==> src/rtl/stack_seq_ctrl.sv <==
`default_nettype none
// ============================================================================
// Module   : stack_seq_ctrl
// Brief    : Multi-cycle CALL/RET/INT/RTI stack sequencer with PC redirect.
// Revision : 1.0
// ============================================================================
module stack_seq_ctrl #(
  parameter logic [7:0] INT_VEC_ADDR = 8'h01,
  parameter int         FLAG_W       = 4
) (
  input  logic              clk,
  input  logic              rst,
  input  logic              start,
  input  logic [1:0]        op,
  input  logic [7:0]        target,
  input  logic [7:0]        ret_pc,
  input  logic [FLAG_W-1:0] flags_in,
  input  logic [7:0]        sp_in,
  input  logic [7:0]        mem_rdata,
  output logic              busy,
  output logic              stall,
  output logic [7:0]        mem_addr,
  output logic [7:0]        mem_wdata,
  output logic              mem_we,
  output logic              mem_re,
  output logic [7:0]        sp_out,
  output logic              sp_we,
  output logic              pc_load,
  output logic [7:0]        pc_value,
  output logic [FLAG_W-1:0] flags_out,
  output logic              flags_we,
  output logic              done,
  output logic              int_ack
);

  localparam logic [1:0] OP_CALL = 2'b00;
  localparam logic [1:0] OP_RET  = 2'b01;
  localparam logic [1:0] OP_INT  = 2'b10;
  localparam logic [1:0] OP_RTI  = 2'b11;

  localparam logic [2:0] S_IDLE     = 3'd0;
  localparam logic [2:0] S_PUSH_PC  = 3'd1;
  localparam logic [2:0] S_PUSH_FLG = 3'd2;
  localparam logic [2:0] S_RD_VEC   = 3'd3;
  localparam logic [2:0] S_POP_FLG  = 3'd4;
  localparam logic [2:0] S_POP_PC   = 3'd5;
  localparam logic [2:0] S_RD_WAIT  = 3'd6;
  localparam logic [2:0] S_FIN      = 3'd7;

  logic [2:0]        state_q, state_d;
  logic [1:0]        op_q, op_d;
  logic [7:0]        target_q, target_d;
  logic [7:0]        ret_pc_q, ret_pc_d;
  logic [FLAG_W-1:0] flag_q, flag_d;
  logic [7:0]        sp_q, sp_d;
  logic [7:0]        data_q, data_d;
  logic              flg_phase_q, flg_phase_d;

  always_ff @(posedge clk or posedge rst) begin
    if (rst) begin
      state_q     <= S_IDLE;
      op_q        <= 2'b00;
      target_q    <= 8'h00;
      ret_pc_q    <= 8'h00;
      flag_q      <= '0;
      sp_q        <= 8'h00;
      data_q      <= 8'h00;
      flg_phase_q <= 1'b0;
    end else begin
      state_q     <= state_d;
      op_q        <= op_d;
      target_q    <= target_d;
      ret_pc_q    <= ret_pc_d;
      flag_q      <= flag_d;
      sp_q        <= sp_d;
      data_q      <= data_d;
      flg_phase_q <= flg_phase_d;
    end
  end

  always_comb begin
    state_d     = state_q;
    op_d        = op_q;
    target_d    = target_q;
    ret_pc_d    = ret_pc_q;
    flag_d      = flag_q;
    sp_d        = sp_q;
    data_d      = data_q;
    flg_phase_d = flg_phase_q;
    case (state_q)
      S_IDLE: begin
        if (start) begin
          op_d     = op;
          target_d = target;
          ret_pc_d = ret_pc;
          flag_d   = flags_in;
          sp_d     = sp_in;
          case (op)
            OP_CALL, OP_INT: state_d = S_PUSH_PC;
            OP_RET:          state_d = S_POP_PC;
            default:         state_d = S_POP_FLG;
          endcase
        end
      end
      S_PUSH_PC: begin
        sp_d    = sp_q - 8'd1;
        state_d = (op_q == OP_INT) ? S_PUSH_FLG : S_FIN;
      end
      S_PUSH_FLG: begin
        sp_d    = sp_q - 8'd1;
        state_d = S_RD_VEC;
      end
      S_RD_VEC: state_d = S_RD_WAIT;
      S_POP_FLG: begin
        sp_d        = sp_q + 8'd1;
        flg_phase_d = 1'b1;
        state_d     = S_RD_WAIT;
      end
      S_POP_PC: begin
        sp_d    = sp_q + 8'd1;
        state_d = S_RD_WAIT;
      end
      S_RD_WAIT: begin
        // The first RTI read returns the flags; the PC pop follows.
        if (flg_phase_q) begin
          flg_phase_d = 1'b0;
          state_d     = S_POP_PC;
        end else begin
          data_d  = mem_rdata;
          state_d = S_FIN;
        end
      end
      default: state_d = S_IDLE;
    endcase
  end

  always_comb begin
    busy      = (state_q != S_IDLE);
    stall     = (state_q != S_IDLE);
    mem_addr  = 8'h00;
    mem_wdata = 8'h00;
    mem_we    = 1'b0;
    mem_re    = 1'b0;
    sp_out    = 8'h00;
    sp_we     = 1'b0;
    pc_load   = 1'b0;
    pc_value  = 8'h00;
    flags_out = '0;
    flags_we  = 1'b0;
    done      = 1'b0;
    int_ack   = 1'b0;
    case (state_q)
      S_PUSH_PC: begin
        mem_we    = 1'b1;
        mem_addr  = sp_q;
        mem_wdata = ret_pc_q;
        sp_we     = 1'b1;
        sp_out    = sp_q - 8'd1;
      end
      S_PUSH_FLG: begin
        mem_we    = 1'b1;
        mem_addr  = sp_q;
        mem_wdata = 8'(flag_q);
        sp_we     = 1'b1;
        sp_out    = sp_q - 8'd1;
      end
      S_RD_VEC: begin
        mem_re   = 1'b1;
        mem_addr = INT_VEC_ADDR;
      end
      S_POP_FLG, S_POP_PC: begin
        mem_re   = 1'b1;
        mem_addr = sp_q + 8'd1;
        sp_we    = 1'b1;
        sp_out   = sp_q + 8'd1;
      end
      S_RD_WAIT: begin
        if (flg_phase_q) begin
          flags_we  = 1'b1;
          flags_out = mem_rdata[FLAG_W-1:0];
        end
      end
      S_FIN: begin
        pc_load  = 1'b1;
        done     = 1'b1;
        pc_value = (op_q == OP_CALL) ? target_q : data_q;
        int_ack  = (op_q == OP_INT);
      end
      default: ;
    endcase
  end

endmodule
`default_nettype wire

==> config.mk <==
export PLATFORM = sky130hd
export DESIGN_NAME = stack_seq_ctrl
export DESIGN_NICKNAME = d
export VERILOG_FILES = /design/src/rtl/stack_seq_ctrl.sv
export SDC_FILE = /design/constraint.sdc
export NUM_CORES = 1
export LEC_CHECK = 0
export BUFFER_PORTS_ARGS = -buffer_cell sky130_fd_sc_hd__buf_4
export CAP_MARGIN = 20
export CORE_UTILIZATION = 55
export DETAILED_ROUTE_END_ITERATION = 7
export HOLD_SLACK_MARGIN = 0.08
export PLACE_DENSITY_LB_ADDON = 0.12
export SYNTH_ARGS = -nofsm -noshare
export SYNTH_HDL_FRONTEND = slang
export SYNTH_SLANG_ARGS = --single-unit
==> constraint.sdc <==
create_clock -name clk -period 3.03 [get_ports clk]
set_clock_uncertainty 0.1 [all_clocks]
set_input_delay 0.1515 -clock clk [delete_from_list [all_inputs] [get_ports clk]]
set_output_delay 0.1515 -clock clk [all_outputs]
set_load 0.05 [all_outputs]
## After elaboration in Yosys (flattened, before gate mapping)

Cells that the tools add are included.

- Bits in latches: 0
- Bits in registers: 42
- Input bits: 41
- Memory bits (read-only): 0
- Memories kept: 0
- Logic and storage cells: 58
- Bits in writable memories: 0

- Equality and inequality tests: 11
- Muxes and demuxes: 22
- Reductions and logical operators: 14
- Shifts and indexed selects: 0
- Multiply operators: 0
- Bitwise gates (word level): 1
- $add $sub $neg: 2
- Divide/modulo/power cells: 0
- Order comparisons: 0

Operator list:

| kind | count |
|---|---|
| 8-bit one-hot mux with 3 select lines | 2 |
| 8-bit one-hot mux with 2 select lines | 2 |
| 8-bit 2-to-1 mux | 3 |
| 3-bit one-hot mux with 5 select lines | 1 |
| 3-bit equality test (second input constant) | 4 |
| 8-bit by 1-bit adder with 8-bit output (second input constant) | 1 |
| 4-bit 2-to-1 mux | 2 |
| 8-bit by 1-bit subtractor with 8-bit output (second input constant) | 1 |
| 1-bit 2-to-1 mux | 7 |
| 3-bit by 2-bit equality test with 1-bit output (second input constant) | 2 |
| 3-bit 2-to-1 mux | 2 |
| 3-bit one-hot mux with 2 select lines | 1 |
| 2-bit AND reduction | 3 |
| 3-bit nonzero test | 2 |
| 2-bit OR reduction | 3 |
| 2-bit equality test (second input constant) | 2 |
| 2-bit logical NOT | 2 |
| 4-bit OR reduction | 1 |
| 3-bit by 1-bit equality test with 1-bit output (second input constant) | 1 |
| 3-bit logical NOT | 1 |
| 3-bit OR reduction | 1 |
| 2-bit by 1-bit equality test with 1-bit output (second input constant) | 1 |
| 2-bit 2-to-1 mux | 1 |
| 2-bit != test (second input constant) | 1 |
| other kinds (3) | 3 |

## Logic depth before layout (Yosys ltp)

- Depth in word-level cells: 5
- Depth in mapped cells: 7
- Mapped depth without buffers: 6

## Worst setup path before layout

OpenSTA, ideal clock, no wires.

- Path kind: register to output
- From: register sp_q[0]
- To: output sp_out[6]
- Arrival time: 2.457 ns
- Path buffers: 1
- Slack: 0.322 ns
- Stages on the path, launching flop included: 8
- Data required time: 2.778 ns
- Path through: dfrtp_1 -> buf_2 -> inv_1 -> ha_1 -> nor3b_1 -> nand4_1 -> o21a_1 -> o21ai_0

- Longest elaborated chain between the ends: 2
- Elaborated cells between the ends (all ways): 3
- Those cells by class: 2 x add/sub; 1 x mux

RTL lines:

| item | line | RTL |
|---|---|---|
| from (decl) | 55 | `logic [7:0] sp_q, sp_d;` |
| from (signal assigned) | 75 | `sp_q <= sp_d;` |
| 8-bit by 1-bit adder with 8-bit output / 8-bit by 1-bit subtractor with 8-bit output (equally long branches) | 175, 158, 165 |  |
| 8-bit one-hot mux with 2 select lines * | 152 | `case (state_q)` |
| to (decl) | 26 | `output logic [7:0] sp_out,` |

Every way passes the cells marked *; elsewhere a longest branch is shown, timed or not.

## Final worst setup path

- From: register state_q[2]
- To: output sp_out[2]

- Longest elaborated chain between the ends: 3
- Elaborated cells between the ends (all ways): 7
- Those cells by class: 4 x eq/ne; 1 x mux; 2 x reduce/logical

RTL lines:

| item | line | RTL |
|---|---|---|
| from (decl) | 50 | `logic [2:0] state_q, state_d;` |
| from (signal assigned) | 70 | `state_q <= state_d;` |
| 3-bit equality test (tied with other cells) | 152 |  |
| 2-bit OR reduction (no line) | -- |  |
| 8-bit one-hot mux with 2 select lines * | 152 |  |

Marked as above.

==> qor.yml <==
placed_design:
  io_buffers: 85
  globalplace.congestion: 1.01
  dp_hpwl_um: 4410
yosys:
  synth_edf_count: 0
  synth_top_family_by_area: "simple AND/OR/NAND/NOR gates"
  synth-xor-area-share_pct: 1.74
  syn-num-nets: 323
  ys_ff_latch: 42
  synthMuxAreaShare_pct: 12.6
  yosysSeqAreaShare_pct: 40.7
  synth_compound_area_share_pct: 18.1
  synthSimpleGateAreaFrac_pct: 19.6
  synthAdderAreaFrac_pct: 0.969
  async_flop_share_pct: 100
  yosysWarnings: 0
  avgSynthCellArea_sq_um: 9.22
  syn_inst: 280
  ys.flop_type: "dfrtp_1"
  synth_area_sq_um: 2580
  synth_cell_types: 47
sta:
  max_freq_mhz: 372
  period_needed_ps: 2690
  grt_setup_unrepaired: "no"
  finalHoldViolCount: 0
  finalSetupTns_ps: 0
  fin_crit_sh_pct: 88.8
  slew_viol_final: 0
  relSlewSlack_pct: 44.4
  setup_viol: 0
  timing.hold.ws_ps: 92.7
  tightestPinTransition_ps: 835
die:
  std_cell_rows: 24
  die_w_um: 70.5
  core_area_sq_um: 4440
  start_util_pct: 58.1
  die_height_um: 70.5
  fp.dieArea_sq_um: 4970
  io_pins: 86
worst_setup_path:
  end_kind: "output pin"
  start_kind: "register"
  slowest_stage: "dfrtp_1"
  cp.buffers_inverters: 2
  r2r_slack_ps: 720
  required_ps: 2780
  cp-startpoint: "state_q[2]"
  critical_path.max_stage_delay_ps: 900
  r2r_start: "state_q[2]"
  crit_type: "register to output pin"
  path_depth: 5
  path_max_fanout: 24
  r2r-end: "sp_q[0]"
  cp_data_arrival_time_ps: 2440
  reg2reg_depth: 5
  crit_end: "sp_out[2]"
  cp_cell_sequence: "nand2b_1 > o21ai_0 > o22ai_1 > inv_1 > buf_4"
  path_delay_family: "flip-flops"
clock_tree:
  cts-buffers-inserted: 5
  cts_setup_buffers: 0
  cts_buffer_depth: 2
  clk_latency_ps: 300
  cts_root_buffer: "clkbuf_8"
  cts_tree: "done"
  cts.clk_slew.worst_paths_ps: 90
  htreeDepth: 2
  cts_sinks: 42
route:
  drtIter0Drc: 218
  highest_layer: "met4"
  dr.pass1.iters: 7
  vias_per_cell: 5.73
  wl_met1_um: 3030
  dr_wl_met2_um: 3600
  wl_met3_um: 309
  wl_um: 7060
  drc_errors: 10
  postRouteAntennaNets: 0
  vias: 2537
  wl_per_cell_um: 15.9
min_path:
  hp-class: "input port to register"
  hold_path_depth: 3
global_routing:
  grt_pass1_vias: 2409
  grt_pass1_wl_um: 11400
  antenna_found_initial: 0
  grt_max_degree: 43
  track_usage_pct: 29.4
  grt_overflow: 0
finish:
  antenna_cells: 0
  nNetsFinal: 433
  synthToLayoutAreaGrowth_pct: 40.8
  drive_above_1_share_pct: 33.8
power:
  p_per_area_nw_per_um2: 1250
  power_leakage_uw: 0.00170
  vdd_ir_drop_max_mv: 0.911
  p_total_uw: 4540
outcome:
  violations: "design-rule violations"
  status: "finished with violations"
job:
  cap_viol_max_count: 0
[layout by cell type (no fill, tap or decap), drive strengths merged, types with 2 or more instances in the layout]
cell,netlist,final
a211oi,4,4
a21o,2,2
a21oi,17,17
a22oi,4,4
a31oi,6,6
a32oi,3,3
and2,5,5
and3,9,9
and4,3,3
buf,14,87
clkbuf,6,5
clkinv,0,2
dfrtp,42,42
dlygate4sd3,0,36
ha,2,2
inv,13,13
mux2,29,29
nand2,30,30
nand3,7,7
nand4,2,2
nor2,19,19
nor2b,4,4
nor3,11,11
nor3b,2,2
nor4,2,2
o21a,4,4
o21ai,25,25
o31ai,2,2
xnor2,2,2
[what timing repair did]
| action | 4_1_cts | 5_1_grt |
|---|---|---|
| hold endpoints to repair | 77 | 0 |
| hold buffers | 36 | 0 |
| gates resized for setup | 0 | 0 |
[area by class of cell]
class / instances / area [sq um]
fill: 278 / 807
clock buffer: 5 / 68.8
multi-input combinational: 205 / 1370
tap: 52 / 65.1
inverter: 13 / 48.8
timing repair buffer: 123 / 1010
sequential: 42 / 1050
clock inverter: 3 / 21.3
[metrics by stage]
step	setup slack, ps	util (%)	area (sq um)	instances
after detailed placement	748	71.7	3190	399
after global placement	813	71.7	3190	399
after CTS	421	81.8	3640	443
after floorplan	322	-	2580	280
after global routing	142	81.8	3640	443
final	340	81.8	3640	443
[logic make-up (layout without fill, tap and decap cells)]
logic type                 Yosys count  count (layout)
muxes                               29              29
and+or+nand+nor                     96              96
AOI/OAI and AO/OA                   75              75
adders and majority gates            2               2
xor gates and xnor gates             3               3
DFF                                 42              42
buffers and inverters               33             144
[how the worst min path moves through the flow]
stage	from	to	slack, ps
CTS	sp_in[7]	sp_q[7]	100
finish	sp_in[7]	sp_q[7]	90
global route	sp_in[6]	sp_q[6]	130
global placement	rst	ret_pc_q[6]	220
detailed placement	rst	ret_pc_q[2]	230
floorplan	op[0]	op_q[0]	170
[report_power, final]
| group | switching (uW) | internal (uW) | total, uW |
|---|---|---|---|
| Sequential | 409 | 837 | 1250 |
| Clock | 210 | 162 | 372 |
| Combinational | 1900 | 1020 | 2920 |
| Total | 2520 | 2020 | 4540 |
[synth_stat cells, drive strengths merged (2+ instances only)]
| cell | count | share of area [%] |
|---|---|---|
| mux2 | 29 | 13 |
| nor3 | 11 | 3.0 |
| a31oi | 6 | 1.5 |
| a21oi | 17 | 3.3 |
| nor3b | 2 | 0.78 |
| and4 | 3 | 1.0 |
| dfrtp | 42 | 41 |
| nor4 | 2 | 0.73 |
| and3 | 9 | 2.2 |
| xnor2 | 2 | 1.4 |
| nor2b | 4 | 0.97 |
| nand4 | 2 | 0.48 |
| ha | 2 | 0.97 |
| o21a | 4 | 1.2 |
| a211oi | 4 | 1.2 |
| inv | 13 | 1.9 |
| a22oi | 4 | 1.2 |
| nor2 | 19 | 2.9 |
| clkbuf | 6 | 0.87 |
| nand3 | 7 | 1.4 |
| o21ai | 25 | 5.0 |
| o31ai | 2 | 0.58 |
| a32oi | 3 | 1.0 |
| buf | 14 | 3.5 |
| a21o | 2 | 0.58 |
| and2 | 5 | 1.2 |
| nand2 | 30 | 4.5 |
[sequential cells by signal (all words and copies together), names as in the netlist]
name	cells
data_q	8
flag_q	4
flg_phase_q	1
op_q	2
ret_pc_q	8
sp_q	8
state_q	3
target_q	8
[worst register-to-register path: stages (launching register included)]
cell and delay, ps:
dfrtp_1 900, o21ai_0 370, nand2_1 390, inv_1 110
a211oi_1 240, a31oi_1 60
[per-layer routing]
| layer | vias to the layer above | track usage, % |
|---|---|---|
| li1 | 1226 | - |
| met1 | 1197 | 38.5 |
| met2 | 101 | 51.0 |
| met3 | 13 | 3.90 |
| met4 | 0 | 8.62 |
| met5 | - | 0 |
No activity file was read; power rests on OpenSTA's default activity.
